$ cat config.mk
export PLATFORM = sky130hd
export DESIGN_NAME = pipeline_hazard_ctrl
export DESIGN_NICKNAME = d
export VERILOG_FILES = /design/src/rtl/pipeline_hazard_ctrl_pkg.sv /design/src/rtl/pipeline_hazard_ctrl_forward_select.sv /design/src/rtl/pipeline_hazard_ctrl.sv
export SDC_FILE = /design/constraint.sdc
export NUM_CORES = 1
export LEC_CHECK = 0
export CORE_MARGIN = 2
export CORE_UTILIZATION = 47
export CTS_BUF_LIST = sky130_fd_sc_hd__clkbuf_8
export DETAILED_ROUTE_END_ITERATION = 8
export PLACE_DENSITY = 0.82
export REMOVE_ABC_BUFFERS = 1
export SLEW_MARGIN = 40
export SYNTH_ARGS = -nofsm -noshare
export SYNTH_HDL_FRONTEND = slang
export SYNTH_SLANG_ARGS = --single-unit
$ cat constraint.sdc
create_clock -name clock -period 2.65 [get_ports clock]
set_input_delay 0.265 -clock clock [delete_from_list [all_inputs] [get_ports clock]]
set_output_delay 0.265 -clock clock [all_outputs]
set_load 0.01 [all_outputs]
$ cat src/rtl/pipeline_hazard_ctrl_pkg.sv
// Shared constants for the pipeline hazard/forwarding controller:
// forwarding select encodings, FSM states and branch-resolve stage ids.
package pipeline_ctrl_pkg;

   localparam logic [1:0] FWD_REGFILE = 2'b00;
   localparam logic [1:0] FWD_EXMEM   = 2'b10;
   localparam logic [1:0] FWD_MEMWB   = 2'b01;

   typedef enum logic [0:0] {
      RUN   = 1'b0,
      STALL = 1'b1
   } state_t;

   localparam int unsigned BR_ID  = 1;
   localparam int unsigned BR_EX  = 2;
   localparam int unsigned BR_MEM = 3;

endpackage

$ cat src/rtl/pipeline_hazard_ctrl_forward_select.sv
// Per-operand forwarding mux select: EX_MEM result beats MEM_WB write-back,
// the zero register is never forwarded and a load in EX_MEM is never a source.
module forward_select
   import pipeline_ctrl_pkg::*;
#(
   parameter int unsigned REG_W    = 5,
   parameter int unsigned ZERO_REG = 31
) (
   input  logic [REG_W-1:0] i_ex_src,
   input  logic [REG_W-1:0] i_mem_rd,
   input  logic             i_mem_regwrite,
   input  logic             i_mem_memread,
   input  logic [REG_W-1:0] i_wb_rd,
   input  logic             i_wb_regwrite,
   output logic [1:0]       o_sel
);

   localparam logic [REG_W-1:0] ZR = REG_W'(ZERO_REG);

   logic w_mem_hit;
   logic w_wb_hit;

   assign w_mem_hit = i_mem_regwrite && !i_mem_memread &&
                      (i_mem_rd != ZR) && (i_mem_rd == i_ex_src);
   assign w_wb_hit  = i_wb_regwrite && (i_wb_rd != ZR) && (i_wb_rd == i_ex_src);

   always_comb begin
      o_sel = FWD_REGFILE;
      if (w_mem_hit)
         o_sel = FWD_EXMEM;
      else if (w_wb_hit)
         o_sel = FWD_MEMWB;
   end

endmodule

$ cat src/rtl/pipeline_hazard_ctrl.sv
// Hazard/forwarding controller for the 5-stage pipeline: multi-cycle load-use
// stall FSM, operand forwarding, branch flush decode and saturating perf counters.
module pipeline_hazard_ctrl
   import pipeline_ctrl_pkg::*;
#(
   parameter int unsigned REG_W    = 5,
   parameter int unsigned ZERO_REG = 31,
   parameter int unsigned LOAD_LAT = 1,
   parameter int unsigned BR_STAGE = 3,
   parameter int unsigned CNT_W    = 32
) (
   input  logic             clock,
   input  logic             reset,
   input  logic [REG_W-1:0] id_rn,
   input  logic [REG_W-1:0] id_rm,
   input  logic             id_rn_used,
   input  logic             id_rm_used,
   input  logic [REG_W-1:0] ex_rn,
   input  logic [REG_W-1:0] ex_rm,
   input  logic [REG_W-1:0] ex_rd,
   input  logic             ex_regwrite,
   input  logic             ex_memread,
   input  logic [REG_W-1:0] mem_rd,
   input  logic             mem_regwrite,
   input  logic             mem_memread,
   input  logic [REG_W-1:0] wb_rd,
   input  logic             wb_regwrite,
   input  logic             branch_taken,
   output logic [1:0]       forward_a,
   output logic [1:0]       forward_b,
   output logic             pc_write,
   output logic             if_id_write,
   output logic             if_id_flush,
   output logic             id_ex_bubble,
   output logic             ex_mem_flush,
   output logic [CNT_W-1:0] stall_cycles,
   output logic [CNT_W-1:0] flush_events
);

   localparam int unsigned       CW = $clog2(LOAD_LAT) + 1;
   localparam logic [REG_W-1:0]  ZR = REG_W'(ZERO_REG);

   state_t           r_state;
   logic [CW-1:0]    r_cnt;
   logic [CNT_W-1:0] r_stall_cycles;
   logic [CNT_W-1:0] r_flush_events;
   logic             w_hazard;
   logic             w_stall;
   logic [1:0]       w_fwd_a;
   logic [1:0]       w_fwd_b;

   assign w_hazard = ex_memread && ex_regwrite && (ex_rd != ZR) &&
                     ((id_rn_used && (id_rn == ex_rd)) || (id_rm_used && (id_rm == ex_rd)));

   // The first bubble is issued from RUN; STALL covers the remaining LOAD_LAT-1,
   // so the total never depends on what the pipeline holds meanwhile.
   assign w_stall = !branch_taken &&
                    (((r_state == RUN) && w_hazard) || (r_state == STALL));

   always_ff @(posedge clock or negedge reset) begin
      if (!reset) begin
         r_state <= RUN;
         r_cnt   <= '0;
      end else if (branch_taken) begin
         r_state <= RUN;
         r_cnt   <= '0;
      end else begin
         case (r_state)
            RUN: begin
               if (w_hazard && (LOAD_LAT > 1)) begin
                  r_state <= STALL;
                  r_cnt   <= CW'(LOAD_LAT - 1);
               end
            end
            STALL: begin
               if (r_cnt <= CW'(1)) begin
                  r_state <= RUN;
                  r_cnt   <= '0;
               end else begin
                  r_cnt <= r_cnt - CW'(1);
               end
            end
            default: begin
               r_state <= RUN;
               r_cnt   <= '0;
            end
         endcase
      end
   end

   always_ff @(posedge clock or negedge reset) begin
      if (!reset) begin
         r_stall_cycles <= '0;
         r_flush_events <= '0;
      end else begin
         if (w_stall && (r_stall_cycles != '1))
            r_stall_cycles <= r_stall_cycles + CNT_W'(1);
         if (branch_taken && (r_flush_events != '1))
            r_flush_events <= r_flush_events + CNT_W'(1);
      end
   end

   forward_select #(
      .REG_W    (REG_W),
      .ZERO_REG (ZERO_REG)
   ) u_fwd_a (
      .i_ex_src       (ex_rn),
      .i_mem_rd       (mem_rd),
      .i_mem_regwrite (mem_regwrite),
      .i_mem_memread  (mem_memread),
      .i_wb_rd        (wb_rd),
      .i_wb_regwrite  (wb_regwrite),
      .o_sel          (w_fwd_a)
   );

   forward_select #(
      .REG_W    (REG_W),
      .ZERO_REG (ZERO_REG)
   ) u_fwd_b (
      .i_ex_src       (ex_rm),
      .i_mem_rd       (mem_rd),
      .i_mem_regwrite (mem_regwrite),
      .i_mem_memread  (mem_memread),
      .i_wb_rd        (wb_rd),
      .i_wb_regwrite  (wb_regwrite),
      .o_sel          (w_fwd_b)
   );

   always_comb begin
      pc_write     = !w_stall;
      if_id_write  = !w_stall;
      id_ex_bubble = w_stall;
      if_id_flush  = 1'b0;
      ex_mem_flush = 1'b0;
      forward_a    = w_fwd_a;
      forward_b    = w_fwd_b;
      if (branch_taken) begin
         pc_write     = 1'b1;
         if_id_write  = 1'b1;
         if_id_flush  = 1'b1;
         id_ex_bubble = (BR_STAGE >= BR_EX);
         ex_mem_flush = (BR_STAGE == BR_MEM);
      end
      if (!reset) begin
         pc_write     = 1'b0;
         if_id_write  = 1'b0;
         if_id_flush  = 1'b1;
         id_ex_bubble = 1'b1;
         ex_mem_flush = 1'b1;
         forward_a    = FWD_REGFILE;
         forward_b    = FWD_REGFILE;
      end
   end

   assign stall_cycles = r_stall_cycles;
   assign flush_events = r_flush_events;

endmodule

# Word level (Yosys, flattened, before mapping)
# Cells that the tools add are included.
# word_totals
reg_bits	66
in_bits	45
out_inout_bits	73
word_cells	60
# op_classes
n_addsub	3
magnitude_cmp	1
eq_ne	11
muxes	18
bitwise_logic	1
reduce_logical	22
# op_table
op	n
adder 32 x 1 -> 32 bit, second input constant	2
inequality test 32 bit, second input constant	2
== test 5 bit	6
logical AND 1 bit	16
inequality test 5 bit, second input constant	3
two-way mux 1 bit	14
two-way mux 2 bit	4
zero test 1 bit	3
logical OR 1 bit	2
nonzero test 2 bit	1
<= comparator 1 bit, second input constant	1
inverter 1 bit	1
subtractor 1 bit, second input constant	1

# Logic depth before layout (Yosys ltp)
# depth
depth_word	10
mapped_depth	8
depth_no_buf	7

# Modules after synthesis
# From an unflattened synthesis, not the netlist that was laid out.
# unflattened
hier_cells	365
hier_area_um2	3612.2
# modules_own_cells
mod	n_inst	cells_per_inst	area_per_inst_um2	seq_area_each_um2
pipeline_hazard_ctrl	1	323	3304.4	1601.5
forward_select	2	21	153.9	0.0

# Worst setup path after synthesis
# No wires, ideal clock.
# synth_path
path_kind	register to register
from	register r_stall_cycles[0] (netlist: stall_cycles[0])
to	register r_stall_cycles[1] (netlist: stall_cycles[1])
setup_time_ns	0.125
arrival_time_ns	1.815
required_time_ns	2.525
setup_slack_ns	0.710
path_stages_with_launch	8
path_buffers	1
synth_period_minus_slack_ns	1.940
path_cell_list	dfrtp_1 ha_1 nand4_1 nor3_1 nand3_1 nand3_1 buf_2 mux2_2
# synth_via
elab_chain_cells	2
word_cells_on_any_way	3
cone_classes	1 x add/sub; 1 x eq/ne; 1 x reduce/logical
# synth_rtl
element	line_no	source
from (decl)	pipeline_hazard_ctrl.sv:45	logic [CNT_W-1:0] r_stall_cycles;
from (signal assigned)	pipeline_hazard_ctrl.sv:97	r_stall_cycles <= r_stall_cycles + CNT_W'(1);
branches (longest 2 deep; another with adder 32 x 1 -> 32 bit)	--	
# Parallel ways; which one is timed is not known.
# A chain may end at the register's enable or synchronous reset.

# Final worst setup path
# layout_path
from	input reset
to	output forward_a[0]
# layout_via
elab_chain_cells	1
# layout_rtl
element	line_no	source
from (decl)	pipeline_hazard_ctrl.sv:13	input logic reset,
two-way mux 2 bit	pipeline_hazard_ctrl.sv:144	if (!reset) begin
to (decl)	pipeline_hazard_ctrl.sv:29	output logic [1:0] forward_a,
# No other way between the ends.

==> impl_metrics.csv <==
group,metric,value,unit
floorplan,floorplan.io_pins,118,
synthesis,synth-seq-area-share,45.57,%
clocking,worst_skew_pair.late_latency,0.34,ns
critical_path,crit-reg2reg-capture,"flush_events[27]",
floorplan,die_width,90.48,um
clocking,cts_buffer_depth,2,
floorplan,rows,31,
place,port_buffers,117,
floorplan,initial_utilization,48.46,%
timing,final_setup_violations,0,
power_and_ir_drop,p_int,1688,uW
timing,fin_crit_sh,96.64,%
route,postRouteWirelength,8958,um
route,firstDrtPassIters,4,
critical_path,classification_of_the_worst_setup_path,"primary input to primary output",
synthesis,ys_warn_count,0,
route,routedWlPerCell,15.31,um
synthesis,most_used_standard_cell_by_instance_count_after_synthesis,"sky130_fd_sc_hd__dfrtp_1",
critical_path,worstSetupStartpointType,"primary input",
global_route,first_global_vias,3109,
synthesis,ys_top_cells_by_area,"sky130_fd_sc_hd__dfrtp_1, sky130_fd_sc_hd__xnor2_1, sky130_fd_sc_hd__xor2_1",
route,viasPerCell,5.248,
synthesis,synth_top_cell_area_share,45.57,%
power_and_ir_drop,power_frac_clock,33.6,%
final_layout,filler_cell_count,590,
timing,drv_slew,0,
timing,setup-tns-final,0,ns
power_and_ir_drop,combinationalPowerShare,18.6,%
place,dp_hpwl,6815,um
synthesis,syn-mean-instance-area,9.956,um2
power_and_ir_drop,power.net_switching,655.6,uW
route,detail-route-antenna-nets,0,
critical_path,reg2reg_setup_slack,0.46,ns
power_and_ir_drop,p_seq_share,47.8,%
synthesis,synth.cells.most_frequent,"sky130_fd_sc_hd__dfrtp_1, sky130_fd_sc_hd__xnor2_1, sky130_fd_sc_hd__xor2_1, sky130_fd_sc_hd__nand3_1, sky130_fd_sc_hd__nand2_1",
place,dp_cells,568,
floorplan,chipHeight,90.48,um
place,finalWeightedCongestion,0.9988,
critical_path,worst_r2r_path_depth,6,
floorplan,core-area,7253,um2
timing,rsz0062_at_grt,"no",
timing,worst_pin_slew,0.5506,ns
critical_path,worst_setup_path_end_kind,"primary output",
global_route,grt_start_max_net_pins,45,
synthesis,synth_enable_flop_cells,0,
critical_path,cp_data_arrival_time,2.30,ns
global_route,global_route_usage_over_all_layers,22.65,%
clocking,htree_depth,3,
final_layout,seqCellArea,1602,um2
clocking,worst_path_clk_slew,0.07,ns
timing,timing.clock.skew,0.007864,ns
route,drtIter0Drc,101,
clocking,cts.sinks,64,
power_and_ir_drop,power_leakage,0.002109,uW
final_layout,area_growth_syn_to_layout,42.79,%
synthesis,post-synth-top-area-cell,"sky130_fd_sc_hd__dfrtp_1",
final_layout,n_antenna_cell,0,
clocking,cts_tree,"built",
timing,final_hold_viol_count,0,
final_layout,layout_cell_share_with_drive_strength_beyond_1,7.819,%
critical_path,r2r-start,"flush_events[10]",
outcome,outcome,"completed",
clocking,cts_inserted_buffers,9,
synthesis,synth_flop_cell,"sky130_fd_sc_hd__dfrtp_1",
synthesis,synth.ff_latch_count,64,
clocking,cts.repair_timing.setup_buffer_count,0,
power_and_ir_drop,sw_frac_of_total,27.97,%
final_layout,multiInputGateArea,1856,um2
global_route,antenna_violations_before_repair,0,
global_route,grt_overflow_total,0,
min_path,hold_class,"primary input to asynchronous set/reset pin",
final_layout,finalNetCount,528,
final_layout,final_util,69.19,%
route,remaining_drc_errors,0,
power_and_ir_drop,cellPowerDensity,467.0,nW/um2
timing,clock.fmax,0.3905,GHz
critical_path,critical_path.slowest_cell,"sky130_fd_sc_hd__clkdlybuf4s50_1",
final_layout,fin_cells,585,
synthesis,synth_cell_types,38,
synthesis,synth_area,3515,um2
critical_path,slowest_delay,0.58,ns
route,via_count,3070,
power_and_ir_drop,peak_supply_drop,0.5560,mV
synthesis,postSynth.asyncResetShare,100.0,%
global_route,grt_first_pass_wirelength,15010,um
critical_path,required,2.38,ns
flow_run,cap_violations,0,
timing,slew_headroom,62.99,%
clocking,cts.root.buffer_cell,"sky130_fd_sc_hd__clkbuf_8",
floorplan,die_outline_area,8186,um2
synthesis,postSynthCellCount,353,
critical_path,crit_path_cell_trace,"dlygate4sd3_1 -> buf_2 -> o211ai_1 -> or4_1 -> nor4_1 -> clkdlybuf4s50_1",
timing,period_needed,2.561,ns
critical_path,critPathMaxFanout,2,
[cells by family (layout without fill, tap and decap cells)]
| logic type | Yosys count | after routing | synth area share (%) |
|---|---|---|---|
| flops | 64 | 64 | 45.57 |
| compound gates | 16 | 16 | 2.848 |
| mux | 3 | 3 | 0.9611 |
| fa+ha+maj | 2 | 2 | 0.7119 |
| xor+xnor | 88 | 88 | 21.93 |
| buf+inv | 14 | 147 | 1.816 |
| simple gates | 166 | 166 | 26.17 |
[cell type report]
class	instances	area share, %
Clock inverter	5	0.7729
Inverter	7	0.5236
Multi-Input combinational cell	275	36.97
Timing Repair Buffer	124	24.33
Tap cell	99	2.468
Sequential cell	64	31.91
Clock buffer	11	3.017
[worst max-delay path, delay by kind of cell]
family / cells / cell delay, ns
buffers and inverters: 3 / 1.23
AO/OA/AOI/OAI: 1 / 0.09
AND/OR/NAND/NOR: 2 / 0.72
[state kept, by name, indices dropped and copies added, names as in the netlist]
name,cells
stall_cycles,32
flush_events,32
[what timing repair did]
action,4_1_cts,5_1_grt
resized for setup,0,1
hold endpoints to repair,20,0
hold buffers,1,0
setup endpoints to repair,0,1
[cell usage in the layout, fill, tap and decap left out, drive strengths merged, types with 2 or more instances in the layout]
cell type / netlist / routed
xor2: 42 / 42
ha: 2 / 2
nand2b: 3 / 3
or4: 2 / 2
clkdlybuf4s50: 0 / 116
and4: 5 / 5
nor2: 21 / 21
and2: 6 / 6
and3: 11 / 11
inv: 7 / 9
clkinv: 0 / 2
o21ai: 4 / 4
nand2: 30 / 30
dfrtp: 64 / 64
nor3: 15 / 15
nand4: 20 / 20
nand3: 33 / 33
nor4: 13 / 13
or3: 2 / 2
mux2: 3 / 3
a21oi: 4 / 4
a31oi: 4 / 4
clkbuf: 2 / 11
xnor2: 46 / 46
buf: 5 / 7
[routing by layer]
| metal | track usage (%) | wire [um] | share of wire (%) | up-vias |
|---|---|---|---|---|
| li1 | - | - | - | 1493 |
| met2 | 38.25 | 4511 | 50 | 85 |
| met3 | 6.093 | 433 | 4.8 | 13 |
| met1 | 28.25 | 3897 | 44 | 1479 |
| met5 | 0 | 0 | 0 | - |
| met4 | 7.179 | 116 | 1.3 | 0 |
[power by group through the flow]
stage / Combinational, uW / Sequential, uW / Clock [uW]
2_1_floorplan: 145 / 1150 / 0
3_3_place_gp: 420 / 1130 / 0
3_5_place_dp: 433 / 1140 / 0
4_1_cts: 438 / 1120 / 811
5_1_grt: 472 / 1130 / 855
6_report: 436 / 1120 / 787
[worst max path at each step]
stage                 endpoint            start  slack (ns)  cells after the start
6_report          forward_a[0]            reset        0.09                      6
5_1_grt           forward_a[0]         wb_rd[1]       0.007                      6
3_5_place_dp      forward_b[0]         wb_rd[1]        0.13                      6
4_1_cts           forward_b[0]            reset        0.09                      6
2_1_floorplan  stall_cycles[1]  stall_cycles[0]        0.53                      6
3_3_place_gp      forward_b[0]         wb_rd[1]        0.16                      6
[through the flow]
step           power (uW)  hold slack, ns  setup WS (ns)  instance area, um2
3_5_place_dp         1569          0.3106         0.1338                4812
6_report             2344          0.4805        0.08917                5019
2_1_floorplan        1295        -0.03059         0.5256                3477
3_3_place_gp         1554          0.3068         0.1631                4812
4_1_cts              2369          0.4672        0.09412                5012
5_1_grt              2461          0.4762       0.007015                5019
No activity file was read; power rests on OpenSTA's default activity.
==> edit (same flow settings) <==
Change the parameter `LOAD_LAT` from 1 to 2. Comments in the files are not updated.
--- a/src/rtl/pipeline_hazard_ctrl.sv
+++ b/src/rtl/pipeline_hazard_ctrl.sv
@@ -5,7 +5,7 @@
 #(
    parameter int unsigned REG_W    = 5,
    parameter int unsigned ZERO_REG = 31,
-   parameter int unsigned LOAD_LAT = 1,
+   parameter int unsigned LOAD_LAT = 2,
    parameter int unsigned BR_STAGE = 3,
    parameter int unsigned CNT_W    = 32
 ) (
Behaviour: not the same (a bounded check fails within 4 cycles, from zero or initial values and one cycle with reset low).
==> edit against the unedited design <==
Wire length up 2.2%. Register-to-register slack barely moved. Area after synthesis grew 5.0%. Sequential cell count grew 3. Worst setup slack better by 0.026 ns. Power rose by 9.5%. Final area increased by 4.2%. Synthesized cell count is 5.4% higher. Hold slack got worse by 0.0072 ns. Critical path type unchanged. Largest cell class unchanged.
==> edit: results (changes against the unedited design) <==
Logic synthesis
  • Unique masters post-synth: 42 (+11%)
  • Synth warn: 0 (unchanged)
  • Post-synth ARST share: 1.000 (unchanged)
  • Area contributors post-synth: dfrtp_1, xnor2_1, xor2_1
  • Top cells by count, synth: dfrtp_1, xnor2_1, nand3_1, nand2_1, xor2_1
  • Post-Synthesis Cells: 372 (+5.4%)
  • Sequential share of the synthesized area: 0.4542 (-0.001441)

Setup path
  • Max FO, Critical Path: 3 (+1)
  • Highest cell delay on the worst timing path: 0.53 ns (-0.05 ns)
  • Critical path's slowest cell: clkdlybuf4s50_1

GRT
  • First-pass GRT wire length: 14920 um (-0.55%)
  • Initial antenna violation count: 0 (unchanged)
  • Vias in the first global route: 3182 (+2.3%)
  • Largest net degree at the start of global routing: 52 (+16%)
  • GRT Util Overall: 0.2188 (-0.007649)

Clock tree
  • Root Buffer: clkbuf_8
  • Clock Latency Late Sink: 0.34 ns (about the same)
  • H-tree levels: 3 (unchanged)
  • Clk pin slew, worst setup/hold paths: 0.08 ns
  • Worst-case clock buffer depth: 2 (unchanged)
  • CTS Buf Count: 9 (unchanged)

Timing
  • Relative slew slack: 0.5653 (-0.06452)
  • Clock skew: 0.01099 ns (+0.003129 ns)

Detailed routing
  • Initial DRT Pass Iterations: 4 (unchanged)
  • Drt first-iter violations: 93 (-7.9%)
  • Wire per inst: 15.13 um (-1.2%)
  • Vias/cell: 5.350 (+2.0%)
  • Routed wire length: 9154 um (+2.2%)

Finish
  • Final nets: 545 (+3.2%)
  • ANT cells: 0 (unchanged)
  • Ratio of cells with drive above 1 in the final layout: 0.06759 (-0.01059)

Place
  • Placement Cell Area: 4995 um^2 (+3.8%)
  • Post-detail-place hpwl: 6852 um (+0.54%)
  • Pre-CTS WS: 0.08482 ns (-0.04902 ns)
  • DP Cell Count: 588 (+3.5%)
  • Count of input and output buffers: 117 (unchanged)
  • Gpl congestion: 0.8391 (-16%)

Power and ir drop
  • VDD IR max: 0.3518 mV (-37%)
  • P_leak: 2.244 nW (+6.4%)

Outcome
  • Status: complete, no violations

Hold path
  • Hold Crit Class: primary input to asynchronous set/reset pin
edit: path summary, 6_finish.rpt:
kind                                        from          endpoint  slack [ns]  cells after the start
worst max-delay path                   mem_rd[2]      forward_b[1]        0.12                      7
worst min-delay path                       reset  flush_events[14]        0.47                      3
worst max register to register  flush_events[18]   flush_events[1]        0.46                      6
worst min register to register  flush_events[20]  flush_events[20]        0.48                      1
max in group asynchronous                  reset  stall_cycles[11]        1.24                      4
min in group clock              flush_events[20]  flush_events[20]        0.48                      1
edit: repair_timing:
item | CTS | global route
hold buffers | 1 | 0
setup buffers | 0 | 0
resized for setup | 0 | 3
endpoints found under the setup margin | 0 | 2
hold endpoints to repair | 16 | 0
edit: cell families after synthesis:
family                     Yosys count  share of synthesized area
AOI/OAI and AO/OA                   17                    0.03017
xor gates and xnor gates            91                     0.2159
adders and majority gates            2                   0.006779
buffers and inverters               16                    0.01864
DFF                                 67                     0.4542
muxes                                2                   0.006101
and+or+nand+nor                    177                     0.2681
edit: area by class of cell:
cell class / instances / area [um^2]
fill: 631 / 2456
timing repair buffer: 126 / 1241
multi-input combinational: 289 / 1952
inverter: 5 / 18.77
sequential: 67 / 1677
clock buffer: 9 / 123.9
tap: 102 / 127.6
clock inverter: 7 / 91.34
edit: worst max-delay path: cells and delay by family:
| kind | cells | cell delay [ns] |
|---|---|---|
| buf+inv | 2 | 1.01 |
| simple gates | 5 | 1.00 |
edit: where the power goes:
part	switching, W	internal [W]	total [W]
registers	0.0000789	0.00109	0.00117
logic	0.000208	0.000270	0.000478
clock network	0.000393	0.000528	0.000921
total	0.000680	0.00189	0.00257
edit: per-stage QoR:
stage            util  total power, W
4_1_cts        0.6790        0.002596
2_1_floorplan       -        0.001364
5_1_grt        0.6805        0.002700
3_3_place_gp   0.6497        0.001655
3_5_place_dp   0.6497        0.001664
6_report       0.6805        0.002566
edit: metal layers:
layer	up-vias	GRT usage	wire, um
li1	1557	-	-
met1	1536	0.2747	3893
met2	126	0.3625	4369
met3	18	0.05207	663
met4	0	0.09314	227
met5	-	0	0
